## config.mk

```make
export PLATFORM = sky130hd
export DESIGN_NAME = branch_predictor_ctrl
export DESIGN_NICKNAME = d
export VERILOG_FILES = /design/src/rtl/branch_predictor_ctrl_pkg.sv /design/src/rtl/sat_counter2.sv /design/src/rtl/branch_predictor_ctrl.sv
export SDC_FILE = /design/constraint.sdc
export NUM_CORES = 1
export LEC_CHECK = 0
export ABC_CLOCK_PERIOD_IN_PS = 8500
export CORE_ASPECT_RATIO = 1.25
export CORE_MARGIN = 1.5
export CORE_UTILIZATION = 30
export DETAILED_ROUTE_END_ITERATION = 6
export PLACE_DENSITY = 0.44
export SYNTH_ARGS = -nofsm -noshare
export SYNTH_HDL_FRONTEND = slang
export SYNTH_SLANG_ARGS = --single-unit
```

## constraint.sdc

```tcl
create_clock -name clk -period 8.5 [get_ports clk]
set_input_delay 1.275 -clock clk [delete_from_list [all_inputs] [get_ports clk]]
set_output_delay 1.275 -clock clk [all_outputs]
set_load 0.01 [all_outputs]
```

## src/rtl/branch_predictor_ctrl_pkg.sv

```systemverilog
// Shared encodings for the branch prediction lookup table controller.
package branch_predictor_ctrl_pkg;

    localparam int unsigned ADDR_WIDTH = 16;

    // 2-bit confidence counter: MSB is the taken prediction
    typedef enum logic [1:0] {
        CTR_SNT = 2'b00,
        CTR_WNT = 2'b01,
        CTR_WT  = 2'b10,
        CTR_ST  = 2'b11
    } ctr_e;

    typedef enum logic {
        BP_STATE_IDLE  = 1'b0,
        BP_STATE_SWEEP = 1'b1
    } bp_state_e;

    // Freshly allocated entries start weakly taken
    localparam ctr_e CTR_ALLOC = CTR_WT;

endpackage

```

## src/rtl/sat_counter2.sv

```systemverilog
// Next-value logic for a 2-bit saturating up/down confidence counter.
module sat_counter2
    import branch_predictor_ctrl_pkg::*;
(
    input  ctr_e ctr,
    input  logic up,
    output ctr_e next
);

    // Step toward strong taken on up, toward strong not-taken otherwise
    always_comb begin
        next = ctr;
        if (up) begin
            if (ctr != CTR_ST)
                next = ctr_e'(ctr + 2'd1);
        end else begin
            if (ctr != CTR_SNT)
                next = ctr_e'(ctr - 2'd1);
        end
    end

endmodule

```

## src/rtl/branch_predictor_ctrl.sv

```systemverilog
// Fully-associative branch prediction table: same-cycle lookup, EX-stage
// training/allocation, and a one-entry-per-cycle invalidate sweep.
module branch_predictor_ctrl
    import branch_predictor_ctrl_pkg::*;
#(
    parameter int unsigned ENTRIES = 8,
    parameter int unsigned AW      = ADDR_WIDTH,
    parameter int unsigned IDXW    = 3
)
(
    input  logic          clk,
    input  logic          reset,
    input  logic [AW-1:0] lookup_pc,
    output logic          predict_taken,
    output logic [AW-1:0] predict_target,
    input  logic          update_valid,
    input  logic [AW-1:0] update_pc,
    input  logic [AW-1:0] update_target,
    input  logic          update_taken,
    input  logic          clear,
    output logic          busy
);

    logic          valid  [ENTRIES];
    ctr_e          ctr    [ENTRIES];
    ctr_e          ctr_nx [ENTRIES];
    logic [AW-1:0] tag    [ENTRIES];
    logic [AW-1:0] target [ENTRIES];

    bp_state_e      state;
    logic [IDXW-1:0] idx;
    logic [IDXW-1:0] rr;

    logic            lk_hit;
    logic [IDXW-1:0] lk_idx;
    logic            up_hit;
    logic [IDXW-1:0] up_idx;
    logic            free_found;
    logic [IDXW-1:0] free_idx;
    logic [IDXW-1:0] victim;

    // Per-entry counter next values, trained by the resolved outcome
    for (genvar g = 0; g < ENTRIES; g++) begin : g_ctr
        sat_counter2 u_sat (
            .ctr  (ctr[g]),
            .up   (update_taken),
            .next (ctr_nx[g])
        );
    end

    // Tag match for the fetch PC and for the resolved branch PC
    always_comb begin
        lk_hit = 1'b0;
        lk_idx = '0;
        up_hit = 1'b0;
        up_idx = '0;
        for (int unsigned i = 0; i < ENTRIES; i++) begin
            if (valid[i] && tag[i] == lookup_pc) begin
                lk_hit = 1'b1;
                lk_idx = IDXW'(i);
            end
            if (valid[i] && tag[i] == update_pc) begin
                up_hit = 1'b1;
                up_idx = IDXW'(i);
            end
        end
    end

    // Victim choice: lowest-index invalid entry, else round-robin pointer
    always_comb begin
        free_found = 1'b0;
        free_idx   = '0;
        for (int unsigned i = 0; i < ENTRIES; i++) begin
            if (!valid[i] && !free_found) begin
                free_found = 1'b1;
                free_idx   = IDXW'(i);
            end
        end
        victim = free_found ? free_idx : rr;
    end

    // Prediction is suppressed for the whole sweep
    always_comb begin
        predict_taken  = 1'b0;
        predict_target = '0;
        if (state == BP_STATE_IDLE && lk_hit) begin
            predict_taken = ctr[lk_idx][1];
            if (ctr[lk_idx][1])
                predict_target = target[lk_idx];
        end
    end

    assign busy = (state == BP_STATE_SWEEP);

    // Table state and sweep FSM; an update in the clear cycle lands before the sweep
    always_ff @(posedge clk or posedge reset) begin
        if (reset) begin
            for (int unsigned i = 0; i < ENTRIES; i++) begin
                valid[i]  <= 1'b0;
                ctr[i]    <= CTR_SNT;
                tag[i]    <= '0;
                target[i] <= '0;
            end
            rr    <= '0;
            idx   <= '0;
            state <= BP_STATE_IDLE;
        end else begin
            case (state)
                BP_STATE_IDLE: begin
                    if (update_valid) begin
                        if (up_hit) begin
                            ctr[up_idx] <= ctr_nx[up_idx];
                            if (update_taken)
                                target[up_idx] <= update_target;
                        end else if (update_taken) begin
                            valid[victim]  <= 1'b1;
                            tag[victim]    <= update_pc;
                            target[victim] <= update_target;
                            ctr[victim]    <= CTR_ALLOC;
                            if (!free_found)
                                rr <= rr + IDXW'(1);
                        end
                    end
                    if (clear) begin
                        state <= BP_STATE_SWEEP;
                        idx   <= '0;
                    end
                end
                BP_STATE_SWEEP: begin
                    valid[idx] <= 1'b0;
                    ctr[idx]   <= CTR_SNT;
                    idx        <= idx + IDXW'(1);
                    if (idx == IDXW'(ENTRIES - 1)) begin
                        state <= BP_STATE_IDLE;
                        rr    <= '0;
                    end
                end
                default: state <= BP_STATE_IDLE;
            endcase
        end
    end

endmodule

```

Word level (Yosys, flattened, before mapping)
Cells that the tools add are included.
{"block": "op_classes", "add_sub_neg": 18, "multipliers": 0, "div": 0, "magnitude_cmp": 7, "eq_ne": 32, "shifts": 0, "n_mux": 122, "bitwise": 14, "reduce_logical": 53}
{"cell": "$bwmux 128", "count": 3}
{"cell": "$mux 128", "count": 3}
{"cell": "$eq 16x16->1", "count": 16}
{"cell": "$mux 16", "count": 9}
{"cell": "$demux 16 s3", "count": 2}
{"cell": "$mux 3", "count": 25}
{"cell": "$mux 2", "count": 31}
{"cell": "$bmux 16 s3", "count": 1}
{"cell": "$mux 1", "count": 32}
{"cell": "$pmux 16 s2", "count": 1}
{"cell": "$logic_and 1x1->1", "count": 27}
{"cell": "$ne 2x2->1 const B", "count": 13}
{"cell": "$mux 8", "count": 3}
{"cell": "$demux 2 s3", "count": 3}
{"cell": "$add 2x1->2 const B", "count": 8}
{"cell": "$and 16x16->16", "count": 1}
{"cell": "$and 8x8->8", "count": 2}
{"cell": "$bwmux 16", "count": 1}
{"cell": "$ge 4x4->1 const B", "count": 4}
{"cell": "$not 16->16", "count": 1}
{"cell": "$not 3->4", "count": 4}
{"cell": "$not 8->8", "count": 2}
{"cell": "$or 8x8->8", "count": 2}
{"cell": "$pmux 8 s2", "count": 1}
{"cell": "other kinds (17)", "count": 51}
{"block": "word_totals", "ff_bits": 287, "latch_bits": 0, "ram_bits": 0, "romBits": 0, "input_bits": 53, "output_inout_bits": 18, "wordCells": 281, "mem_count": 0}

Depth between registers and ports, before layout
{"block": "logic_depth", "word_depth": 33, "ltp_mapped": 13, "mapped_depth_nobuf": 9}

Modules after synthesis
Synthesis repeated with hierarchy kept, for this count alone.
{"block": "unflattened", "hier_cells": 1515, "area_unflattened_um2": 17005.1}
{"mod": "branch_predictor_ctrl", "instances": 1, "cells_per_inst": 1491, "area_each_um2": 16794.9, "seq_area_each_um2": 7181.9}
{"mod": "sat_counter2", "instances": 8, "cells_per_inst": 3, "area_each_um2": 26.3, "seq_area_each_um2": 0.0}

Worst setup path before layout
OpenSTA, ideal clock, no wires.
{"block": "synth_path", "kind": "input to output", "startpoint": "input port lookup_pc[7]", "endpoint": "output port predict_target[0]", "arrival_ps": 4090, "required_time_ps": 7225, "slack_ps": 3135, "cell_stages": 11, "n_path_buf": 2, "cell_sequence": "buf_2 xor2_1 nor4b_1 nand4b_1 or4b_2 o211ai_1 nand3_1 nand2_1 buf_4 mux4_2 o32ai_1"}
{"block": "synth_via", "elab_chain_cells": 15, "word_cells_on_any_way": 41, "classes_between": "eq/ne: 8; mux: 23; bitwise: 1; reduce/logical: 9"}
{"item": "from (decl)", "line": "branch_predictor_ctrl.sv:13", "text": "input logic [AW-1:0] lookup_pc,"}
{"item": "$eq 16x16->1", "line": "branch_predictor_ctrl.sv:58", "text": "if (valid[i] && tag[i] == lookup_pc) begin"}
{"item": "$logic_and 1x1->1", "line": "branch_predictor_ctrl.sv:58"}
{"item": "$mux 1", "line": "branch_predictor_ctrl.sv:58"}
{"item": "$mux 3 (6 in series)", "line": "branch_predictor_ctrl.sv:58"}
{"item": "$not 3->4 (not written as such)", "line": "branch_predictor_ctrl.sv:88, branch_predictor_ctrl.sv:89"}
{"item": "$bmux 16 s3 / $bmux 2 s3 (equally long branches)", "line": "branch_predictor_ctrl.sv:89, branch_predictor_ctrl.sv:88"}
{"item": "$mux 16 (not written as such) / $mux 2 (equally long branches) (2 in series)", "line": "branch_predictor_ctrl.sv:89, branch_predictor_ctrl.sv:88"}
{"item": "$mux 16", "line": "branch_predictor_ctrl.sv:88", "text": "if (ctr[lk_idx][1])"}
{"item": "$mux 16 *", "line": "branch_predictor_ctrl.sv:86", "text": "if (state == BP_STATE_IDLE && lk_hit) begin"}
{"item": "to (decl)", "line": "branch_predictor_ctrl.sv:15", "text": "output logic [AW-1:0] predict_target,"}
Every way passes the cells marked *; elsewhere a longest branch is shown, timed or not. The select of a mux whose other input is x is not followed.

Worst setup path in the final report
{"block": "layout_path", "startpoint": "input port lookup_pc[7]", "endpoint": "output port predict_target[14]"}
The elaborated chain is that of the path after synthesis.

==> impl_results.md <==
- Maximum Capacitance Violations: 0
- Root Driver: clkbuf_16
- Largest family of logic cells by synthesized area: multiplexers
- Yosys warns: 0
- FFs w/ async S/R, synth: 100%
- Psw: 0.00135 W
- Initial Util: 30.3%
- Number of buffers created by CTS: 37
- Pin count of the biggest net entering global routing: 185
- 1st-iter DRT viols: 877
- Worst slew pin tran: 1.11 ns
- Final period utilization: 86.1%
- Initial antenna violation count: 0
- TritonCTS clock tree: done
- Htree depth: 2
- Final setup fails: 0
- Slew headroom: 25.8%
- Area delta synth->final: 14.7%
- Status: finished clean
- Placer congestion estimate: 0.920
- Slew Limit Fails: 0
- Final worst setup slack: 1.18 ns
- Setup TNS: 0 ns
- Switching share of power: 31.6%
- WL/cell: 23.1 um
- Yosys cell types: 90
- First-pass GRT wire length: 87.3 mm
- Register clock-pin slew on the reported worst setup and hold paths: 0.05 ns
- CTS resizes: 0
- CTS Hold Buffers Added: 0
- Vias in the first global route: 13500
- Die Area: 60200 um^2
- # DRC: 0
- CTS max path bufs: 3
- Hold Path Class: register to register
- Placed cell area: 19000 um^2
- Fill count: 5933
- Core area: 58200 um^2
- VDD IR max: 0.000158 V
- Synth Area per Inst: 10.5 um^2
- Final core utilization: 34.7%
- I/O pin cnt: 71
- Dominant synthesized flop cell: dfrtp_1
- Die H: 274 um
- Number of synthesized flops with an enable pin: 0
- Final WL: 58.0 mm
- # Post-CTS Setup Buffers: 0
- Post-Syn Area: 17600 um^2
- Clock insertion delay at the later pin of the skew report: 0.56 ns
- Port Buffers: 70
- Crit-path max FO: 24
- Final worst path period need: 7.32 ns
- Arr. time, crit path: 6.05 ns
- Worst path required time: 7.22 ns
- Internal power: 0.00292 W
- Seq pwr share: 42.1%
- Fmax achieved: 0.137 GHz
- Clock sinks: 287
- Critical path class: input pin to output port
- Hold Violations, Final: 0
- Sequential-to-total area share from yosys stat: 40.8%
- Pwr dens: 211 nW/um^2
- Width of the die: 220 um
- Nets: 1777
- Drt first pass iters: 5
- Register bit total from synthesis: 287
- Multiplexer share of the synthesized area: 18.0%
- Share of cells above drive strength 1: 20.4%
- Grt total ovfl: 0
- Unrepaired setup endpoints after global routing: no
- Synth Area in Compound Gates: 8.11%
- Clock power share: 36.5%
- Worst setup EP type: output port
- Mapped Nets: 1734
- Post-synthesis xor/xnor area fraction: 12.9%
- Rows: 99
- Clock skew: 0.0188 ns
- Simple-gate share of the synthesized area: 13.4%
- Logic pwr share: 21.5%
- All-Layer GR Usage: 19.7%
- Leak: 8.41 nW
- Total number of vias: 13000
- Post-place setup slack: 1.20 ns
- Worst setup SP type: input pin
- Area share of fa/ha/maj cells after synthesis: 0.327%
- Vias/cell: 5.20
- Post-synthesis cell count: 1678
- Dpl hpwl: 40.7 mm
- Final Cell Area: 20200 um^2
- Post-route ant nets: 0
## flip-flops by register name, indices dropped and copies added, names as in the netlist
signal and flops:
ctr 16, tag 128, busy 1, target 128, idx 3, valid 8
rr 3
## metal layers
layer / GRT usage, % / wire [um] / up-vias
li1: - / - / 5989
met1: 23.9 / 23900 / 6551
met2: 34.1 / 29000 / 356
met3: 2.67 / 2180 / 128
met4: 9.54 / 2930 / 0
met5: 0 / 0 / -
## synth_stat cells (all sizes together), types with 7 or more instances
library cell  number  area (um^2)
dfrtp            287         7180
mux2             210         2440
xnor2            153         1340
inv              143          537
nand2            123          482
xor2             106          928
buf               79          505
o21ai             79          399
nor2              47          181
a21oi             46          234
nand4             46          303
nor4              36          231
mux4              32          721
nand3             31          155
clkbuf            22         85.1
nor3              21          131
or4               18          135
nor4b             16          140
o32ai             16          140
or3               11         68.8
or2                9         56.3
and3               8         55.1
nand2b             8         50.1
nand3b             8         60.1
o31ai              8         60.1
a21o               7         52.6
## worst max-delay path: stages
cell,delay [ns]
clkdlybuf4s50_1,0.96
xor2_1,0.18
nor4b_1,0.33
nand4b_1,0.13
or4b_2,0.64
o211ai_1,0.11
nand3_1,0.11
nand2_2,0.34
buf_12,0.28
mux4_2,0.54
o32ai_1,0.46
clkdlybuf4s50_1,0.64
## cell usage in the layout (no fill, tap or decap), types with 7 or more instances in the layout
master	Yosys	routed
o21ai_1	10	9
nor4_1	35	35
mux2_2	176	176
nand2_1	119	118
nand3b_1	8	8
inv_1	143	142
clkdlybuf4s50_1	0	70
o32ai_1	16	16
dfrtp_1	287	287
buf_4	11	33
a21oi_1	45	42
mux2_1	15	15
or4_1	18	18
nor4b_1	16	16
a21o_1	7	7
nand4_1	45	45
xor2_1	106	106
and3_1	7	7
o21ai_0	68	68
xnor2_1	153	153
nand2b_1	8	8
clkbuf_16	0	37
nor3_1	17	17
mux4_2	32	32
o31ai_1	8	8
or3_1	11	11
mux2_4	19	19
clkbuf_1	20	10
nand3_1	31	30
or2_2	9	9
nor2_1	45	45
## power groups by stage
| stage | clock (W) | sequential, W | combinational [W] |
|---|---|---|---|
| after floorplan | 0 | 0.00170 | 0.000722 |
| after global placement | 0 | 0.00182 | 0.000912 |
| after detailed placement | 0 | 0.00182 | 0.000921 |
| after CTS | 0.00161 | 0.00179 | 0.000925 |
| after global routing | 0.00166 | 0.00182 | 0.00101 |
| final | 0.00156 | 0.00180 | 0.000917 |
## final timing paths
check / start / end / slack, ns / cells after the start
worst max-delay path: lookup_pc[7] / predict_target[14] / 1.18 / 12
worst min-delay path: target[97]$_DFFE_PP0P_ / target[97]$_DFFE_PP0P_ / 0.48 / 1
worst max register to register: tag[102]$_DFFE_PP0P_ / target[88]$_DFFE_PP0P_ / 4.24 / 8
worst min register to register: target[97]$_DFFE_PP0P_ / target[97]$_DFFE_PP0P_ / 0.48 / 1
max in group asynchronous: reset / rr[2]$_DFFE_PP0P_ / 5.67 / 3
min in group asynchronous: reset / tag[21]$_DFFE_PP0P_ / 1.27 / 2
## logic make-up after synthesis
family	Yosys count
muxes	244
and+or+nand+nor	420
DFF	287
xor gates and xnor gates	259
AOI/OAI and AO/OA	217
buffers and inverters	246
adders and majority gates	5
## through the flow
stage / power [W] / hold slack, ns / cells
final: 0.00427 / 0.484 / 2505
after global routing: 0.00450 / 0.501 / 2504
after CTS: 0.00433 / 0.488 / 2504
after detailed placement: 0.00274 / 0.475 / 2439
after global placement: 0.00273 / 0.468 / 2439
after floorplan: 0.00242 / 0.458 / 1678
## cell type report
cell class | instances | area (um^2) | area share, %
inverter | 145 | 548 | 2.71
sequential | 287 | 7180 | 35.6
multi-input combinational | 1145 | 9340 | 46.2
clock buffer | 53 | 1050 | 5.18
clock inverter | 12 | 145 | 0.719
antenna | 1 | 2.50 | 0.0124
timing repair buffer | 105 | 988 | 4.89
tap | 757 | 947 | 4.69
No activity file was read; power rests on OpenSTA's default activity.
